===== src/rtl/hazard_control_unit_pkg.sv =====
// hazard_control_unit_pkg: shared pipeline types and defaults for the hazard control unit.
package hazard_control_unit_pkg;
  localparam int REG_W = 5;
  localparam int BUB_W = 2;
  localparam int WAIT_W = 8;
  localparam int SC_W = 16;
  localparam int DEF_LOAD_USE_STALLS = 1;
  localparam int DEF_MEM_TIMEOUT = 64;
  typedef enum logic [1:0] {
    RUN,
    LOADUSE,
    MEMWAIT
  } hcu_state_e;
endpackage


===== src/rtl/hazard_control_unit_compare.sv =====
// hazard_compare: flags a load in EX whose nonzero destination matches one ID source register.
module hazard_compare
  import hazard_control_unit_pkg::*;
(
  input  logic             ex_mem_read_i,
  input  logic [REG_W-1:0] ex_rt_i,
  input  logic [REG_W-1:0] id_reg_i,
  input  logic             id_uses_i,
  output logic             hit_o
);
  assign hit_o = ex_mem_read_i && id_uses_i && (ex_rt_i != '0) && (ex_rt_i == id_reg_i);
endmodule


===== src/rtl/hazard_control_unit.sv =====
// hazard_control_unit: pipeline stall/flush control for load-use, taken branches and slow data memory.
module hazard_control_unit
  import hazard_control_unit_pkg::*;
#(
  parameter int LOAD_USE_STALLS = DEF_LOAD_USE_STALLS,
  parameter int MEM_TIMEOUT = DEF_MEM_TIMEOUT
) (
  input  logic             clk,
  input  logic             rst_n,
  input  logic [REG_W-1:0] ID_rs,
  input  logic [REG_W-1:0] ID_rt,
  input  logic             ID_UsesRt,
  input  logic             EX_MemRead,
  input  logic [REG_W-1:0] EX_rt,
  input  logic             EX_BranchTaken,
  input  logic             MEM_MemAccess,
  output logic             mem_req,
  input  logic             mem_ack,
  output logic             PC_Write,
  output logic             IFID_Write,
  output logic             IFID_Flush,
  output logic             IDEX_Bubble,
  output logic             EXMEM_Write,
  output logic             MEMWB_Bubble,
  output logic [SC_W-1:0]  stall_count,
  output logic             mem_error
);
  hcu_state_e state_q, state_d;
  logic [BUB_W-1:0] bub_q, bub_d;
  logic [WAIT_W-1:0] wait_q, wait_d;
  logic [SC_W-1:0] sc_q, sc_d;
  logic err_q, err_d;
  logic hit_rs, hit_rt, load_use, mem_stall, timeout, freeze, stall;

  hazard_compare u_cmp_rs (
    .ex_mem_read_i(EX_MemRead),
    .ex_rt_i      (EX_rt),
    .id_reg_i     (ID_rs),
    .id_uses_i    (1'b1),
    .hit_o        (hit_rs)
  );

  hazard_compare u_cmp_rt (
    .ex_mem_read_i(EX_MemRead),
    .ex_rt_i      (EX_rt),
    .id_reg_i     (ID_rt),
    .id_uses_i    (ID_UsesRt),
    .hit_o        (hit_rt)
  );

  assign load_use = hit_rs || hit_rt;
  assign mem_stall = MEM_MemAccess && !mem_ack;
  assign timeout = wait_q == WAIT_W'(MEM_TIMEOUT - 1);

  always_comb begin
    state_d = state_q;
    bub_d = bub_q;
    wait_d = wait_q;
    err_d = err_q;
    freeze = 1'b0;
    PC_Write = 1'b1;
    IFID_Write = 1'b1;
    IFID_Flush = 1'b0;
    IDEX_Bubble = 1'b0;
    EXMEM_Write = 1'b1;
    MEMWB_Bubble = 1'b0;
    mem_req = 1'b0;
    case (state_q)
      RUN: begin
        mem_req = MEM_MemAccess;
        if (mem_stall) begin
          freeze = 1'b1;
          state_d = MEMWAIT;
          wait_d = '0;
        end else if (EX_BranchTaken) begin
          IFID_Flush = 1'b1;
          IDEX_Bubble = 1'b1;
        end else if (load_use) begin
          PC_Write = 1'b0;
          IFID_Write = 1'b0;
          IDEX_Bubble = 1'b1;
          if (LOAD_USE_STALLS > 1) begin
            bub_d = BUB_W'(LOAD_USE_STALLS - 1);
            state_d = LOADUSE;
          end
        end
      end
      LOADUSE: begin
        mem_req = MEM_MemAccess;
        if (mem_stall) begin
          freeze = 1'b1;
          state_d = MEMWAIT;
          wait_d = '0;
          bub_d = '0;
        end else begin
          PC_Write = 1'b0;
          IFID_Write = 1'b0;
          IDEX_Bubble = 1'b1;
          bub_d = bub_q - 1'b1;
          state_d = (bub_q <= BUB_W'(1)) ? RUN : LOADUSE;
        end
      end
      MEMWAIT: begin
        mem_req = 1'b1;
        if (mem_ack) begin
          state_d = RUN;
        end else if (timeout) begin
          // give up: flag the error and let the pipeline move on without the access
          mem_req = 1'b0;
          err_d = 1'b1;
          state_d = RUN;
        end else begin
          freeze = 1'b1;
          wait_d = wait_q + 1'b1;
        end
      end
      default: state_d = RUN;
    endcase
    if (freeze) begin
      PC_Write = 1'b0;
      IFID_Write = 1'b0;
      EXMEM_Write = 1'b0;
      MEMWB_Bubble = 1'b1;
    end
    if (!rst_n) begin
      PC_Write = 1'b0;
      IFID_Write = 1'b0;
      IFID_Flush = 1'b0;
      IDEX_Bubble = 1'b1;
      EXMEM_Write = 1'b0;
      MEMWB_Bubble = 1'b1;
      mem_req = 1'b0;
    end
  end

  assign stall = !PC_Write || IFID_Flush;
  assign sc_d = (stall && sc_q != '1) ? sc_q + 1'b1 : sc_q;

  always_ff @(posedge clk or negedge rst_n) begin
    if (!rst_n) begin
      state_q <= RUN;
      bub_q <= '0;
      wait_q <= '0;
      sc_q <= '0;
      err_q <= 1'b0;
    end else begin
      state_q <= state_d;
      bub_q <= bub_d;
      wait_q <= wait_d;
      sc_q <= sc_d;
      err_q <= err_d;
    end
  end

  assign stall_count = sc_q;
  assign mem_error = err_q;
endmodule


===== config.mk =====
export PLATFORM = sky130hd
export DESIGN_NAME = hazard_control_unit
export DESIGN_NICKNAME = d
export VERILOG_FILES = /design/src/rtl/hazard_control_unit_pkg.sv /design/src/rtl/hazard_control_unit_compare.sv /design/src/rtl/hazard_control_unit.sv
export SDC_FILE = /design/constraint.sdc
export NUM_CORES = 1
export LEC_CHECK = 0
export CAP_MARGIN = 20
export CORE_AREA = 2 2 62 64
export DETAILED_ROUTE_END_ITERATION = 12
export DIE_AREA = 0 0 64 66
export PLACE_DENSITY_LB_ADDON = 0.05
export SLEW_MARGIN = 20
export SYNTH_ARGS = -nofsm -noshare
export SYNTH_HDL_FRONTEND = slang
export SYNTH_SLANG_ARGS = --single-unit

===== constraint.sdc =====
create_clock -name clk -period 2.4 [get_ports clk]
set_input_delay 0.36 -clock clk [delete_from_list [all_inputs] [get_ports clk]]
set_output_delay 0.36 -clock clk [all_outputs]
set_load 0.03 [all_outputs]

==> reports/qor.yml <==
finish:
  drive_gt1_share_pct: 22.4
  area_growth_pct: 44.0
  regArea_um2: 726
  fin_area_um2: 2390
  fin_nets: 261
  final_cells: 285
  multi_input_comb_area_um2: 911
  diodes: 0
  n_fill_cell: 271
  fin_util_pct: 67.2
floorplanning:
  die_h_um: 66
  die_w_um: 64
  start_util_pct: 46.7
  rows: 22
  core_um2: 3550
  io_pins: 46
  die_area_um2: 4220
worst_setup_path:
  timing.rr.end: "stall_count[12]"
  path_max_fanout: 4
  worstReg2RegStart: "wait_q[0]"
  critPathArrivalTime_ns: 1.97
  startpoint_type: "flip-flop"
  required_ns: 2.04
  rrSetupSlack_ns: 0.19
  rr_worst_depth: 9
  worstSetupEndpointType: "output pin"
  path_class: "reg2out"
timing:
  fin_hold_ws_ns: 0.428
  layout_min_cycle_time_ns: 2.33
  worst_pin_slew_ns: 0.449
  clock.fmax_ghz: 0.429
  worst_slack_ns: 0.0679
  finalHoldViolCount: 0
  finalClockSkew_ns: 0.0129
  slew_viol_final: 0
  relSlewSlack_pct: 70.1
  setup_viol: 0
  setup_tns_ns: 0
  period_share_pct: 97.2
pwr:
  power.density_nw_per_um2: 829
  ir_drop_uv: 375
  power_leakage_nw: 1.07
  power_mw: 1.98
global_routing:
  grt_usage_pct: 19.7
  grt_max_degree: 29
  antenna_found_initial: 0
  grt_pass1_wl_um: 6400
  grt_pass1_vias: 1441
  gr-total-overflow: 0
logic_synthesis:
  synth_edf_count: 0
  synth.most_common_cell: "dfrtp_1"
  synth_common_cells: "dfrtp_1, nand2_1, xor2_1"
  synthArstFlopShare_pct: 100
  ys.warnings.count: 0
  syn_inst: 167
  syn_area_per_cell_um2: 9.92
  yosysTopAreaCell: "dfrtp_1"
  synth.top_cells.by_area: "dfrtp_1, xor2_1, xnor2_1, nand2_1, nor2_1"
  yosysUniqueCellTypes: 38
  synth_top_area_share_pct: 43.8
  synth_nets: 192
  synthesis.area_um2: 1660
  ys_ff_latch: 29
  seq_area_frac_synth_pct: 43.8
  ys.flop_type: "dfrtp_1"
routing:
  drt_pass1_iterations: 4
  avgRoutedWirePerCell_um: 13.2
  drc_errors: 0
  routed_via_density: 5.08
  routed_wl_um: 3750
  drt_iter0_drc: 52
  num_vias: 1447
  antenna_left: 0
clocking:
  clock_path_buffers: 2
  clkLatencyLatePin_ns: 0.34
  clock-root-buffer: "clkbuf_4"
  ctsHtreeMaxLevel: 2
  cts_tree: "built"
  cts_sinks: 29
  clk_pin_slew_worst_paths_ns: 0.09
  cts_hold_buf: 0
  numCtsBuffers: 5
hold_path:
  worstHoldPathType: "in2async"
placement:
  dp_hpwl_um: 2830
  place_congestion: 0.831
  place_ws_ns: -0.454
  placed_cells: 274
  placed_area_um2: 2260
  port_buffers: 45
job:
  drv_cap: 0
status:
  status: "completed"
==> sequential cells by signal, indices dropped and copies added (netlist names) <==
| name | flops |
|---|---|
| mem_error | 1 |
| bub_q | 2 |
| stall_count | 16 |
| wait_q | 8 |
| state_q | 2 |
==> critical path, cell delays in order, from the launching register on <==
cell and delay (ns):
dfrtp_1 0.44, ha_4 0.17, nand2_2 0.08, nor4_4 0.31, nor2b_1 0.11, nor2_2 0.14
nand2_2 0.10, nor2_4 0.14, buf_6 0.14
==> how the worst max path moves through the flow <==
stage	end	cells after the start	startpoint	slack [ns]
floorplan	PC_Write	8	wait_q[0]	0.09
global placement	IDEX_Bubble	7	EX_rt[0]	-0.43
detailed placement	IDEX_Bubble	9	EX_rt[3]	-0.45
CTS	PC_Write	8	wait_q[0]	0.01
global route	PC_Write	8	wait_q[1]	-0.07
finish	PC_Write	8	wait_q[0]	0.07
==> where the power goes <==
part           internal, mW  total (mW)  switching [mW]
clock                 0.169       0.349           0.179
sequential            0.617       0.774           0.158
combinational         0.407       0.854           0.447
==> timing repair <==
| item | in CTS | in global routing |
|---|---|---|
| pin swaps | 1 | 2 |
| gates resized for setup | 11 | 7 |
| setup endpoints to repair | 5 | 7 |
| buffers inserted | 1 | 2 |
==> cell families after synthesis <==
kind of cell / count (synthesis) / synth area share [%]
mux: 3 / 2.42
compound gates: 14 / 6.35
simple gates: 78 / 26.6
xor+xnor: 29 / 15.3
flops: 29 / 43.8
buf+inv: 11 / 3.25
fa+ha+maj: 3 / 2.27
==> layout by cell type, fill, tap and decap left out, types with 2 or more instances in the layout <==
| cell type | count |
|---|---|
| or3_1 | 2 |
| nand2_1 | 15 |
| o21ai_0 | 4 |
| nor3_1 | 6 |
| xor2_1 | 16 |
| nand3_1 | 10 |
| nor3b_2 | 2 |
| clkdlybuf4s50_1 | 34 |
| nor2_2 | 2 |
| buf_4 | 25 |
| nand2_2 | 2 |
| buf_6 | 2 |
| nand4_1 | 5 |
| clkbuf_8 | 2 |
| a21oi_1 | 2 |
| dlygate4sd2_1 | 3 |
| nor4_2 | 3 |
| xnor2_1 | 13 |
| and3_1 | 3 |
| ha_1 | 2 |
| inv_1 | 8 |
| nor2_1 | 14 |
| clkbuf_4 | 5 |
| dfrtp_1 | 29 |
| mux2_4 | 2 |
| nor2b_1 | 5 |
==> routing by layer <==
layer | share of wire (%) | global-route usage [%] | wire (um)
met1 | 45 | 23.6 | 1680
met2 | 50 | 32.9 | 1860
met3 | 3.6 | 5.28 | 136
met4 | 1.9 | 8.97 | 70
met5 | 0 | 0 | 0
==> cell type report <==
class / instances / share of cell area (%)
multi-input combinational: 127 / 38.2
sequential: 29 / 30.4
tap: 48 / 2.52
clock inverter: 1 / 0.210
inverter: 8 / 1.26
timing repair buffer: 65 / 24.7
clock buffer: 7 / 2.73
Power figures use the tool's default switching activity.
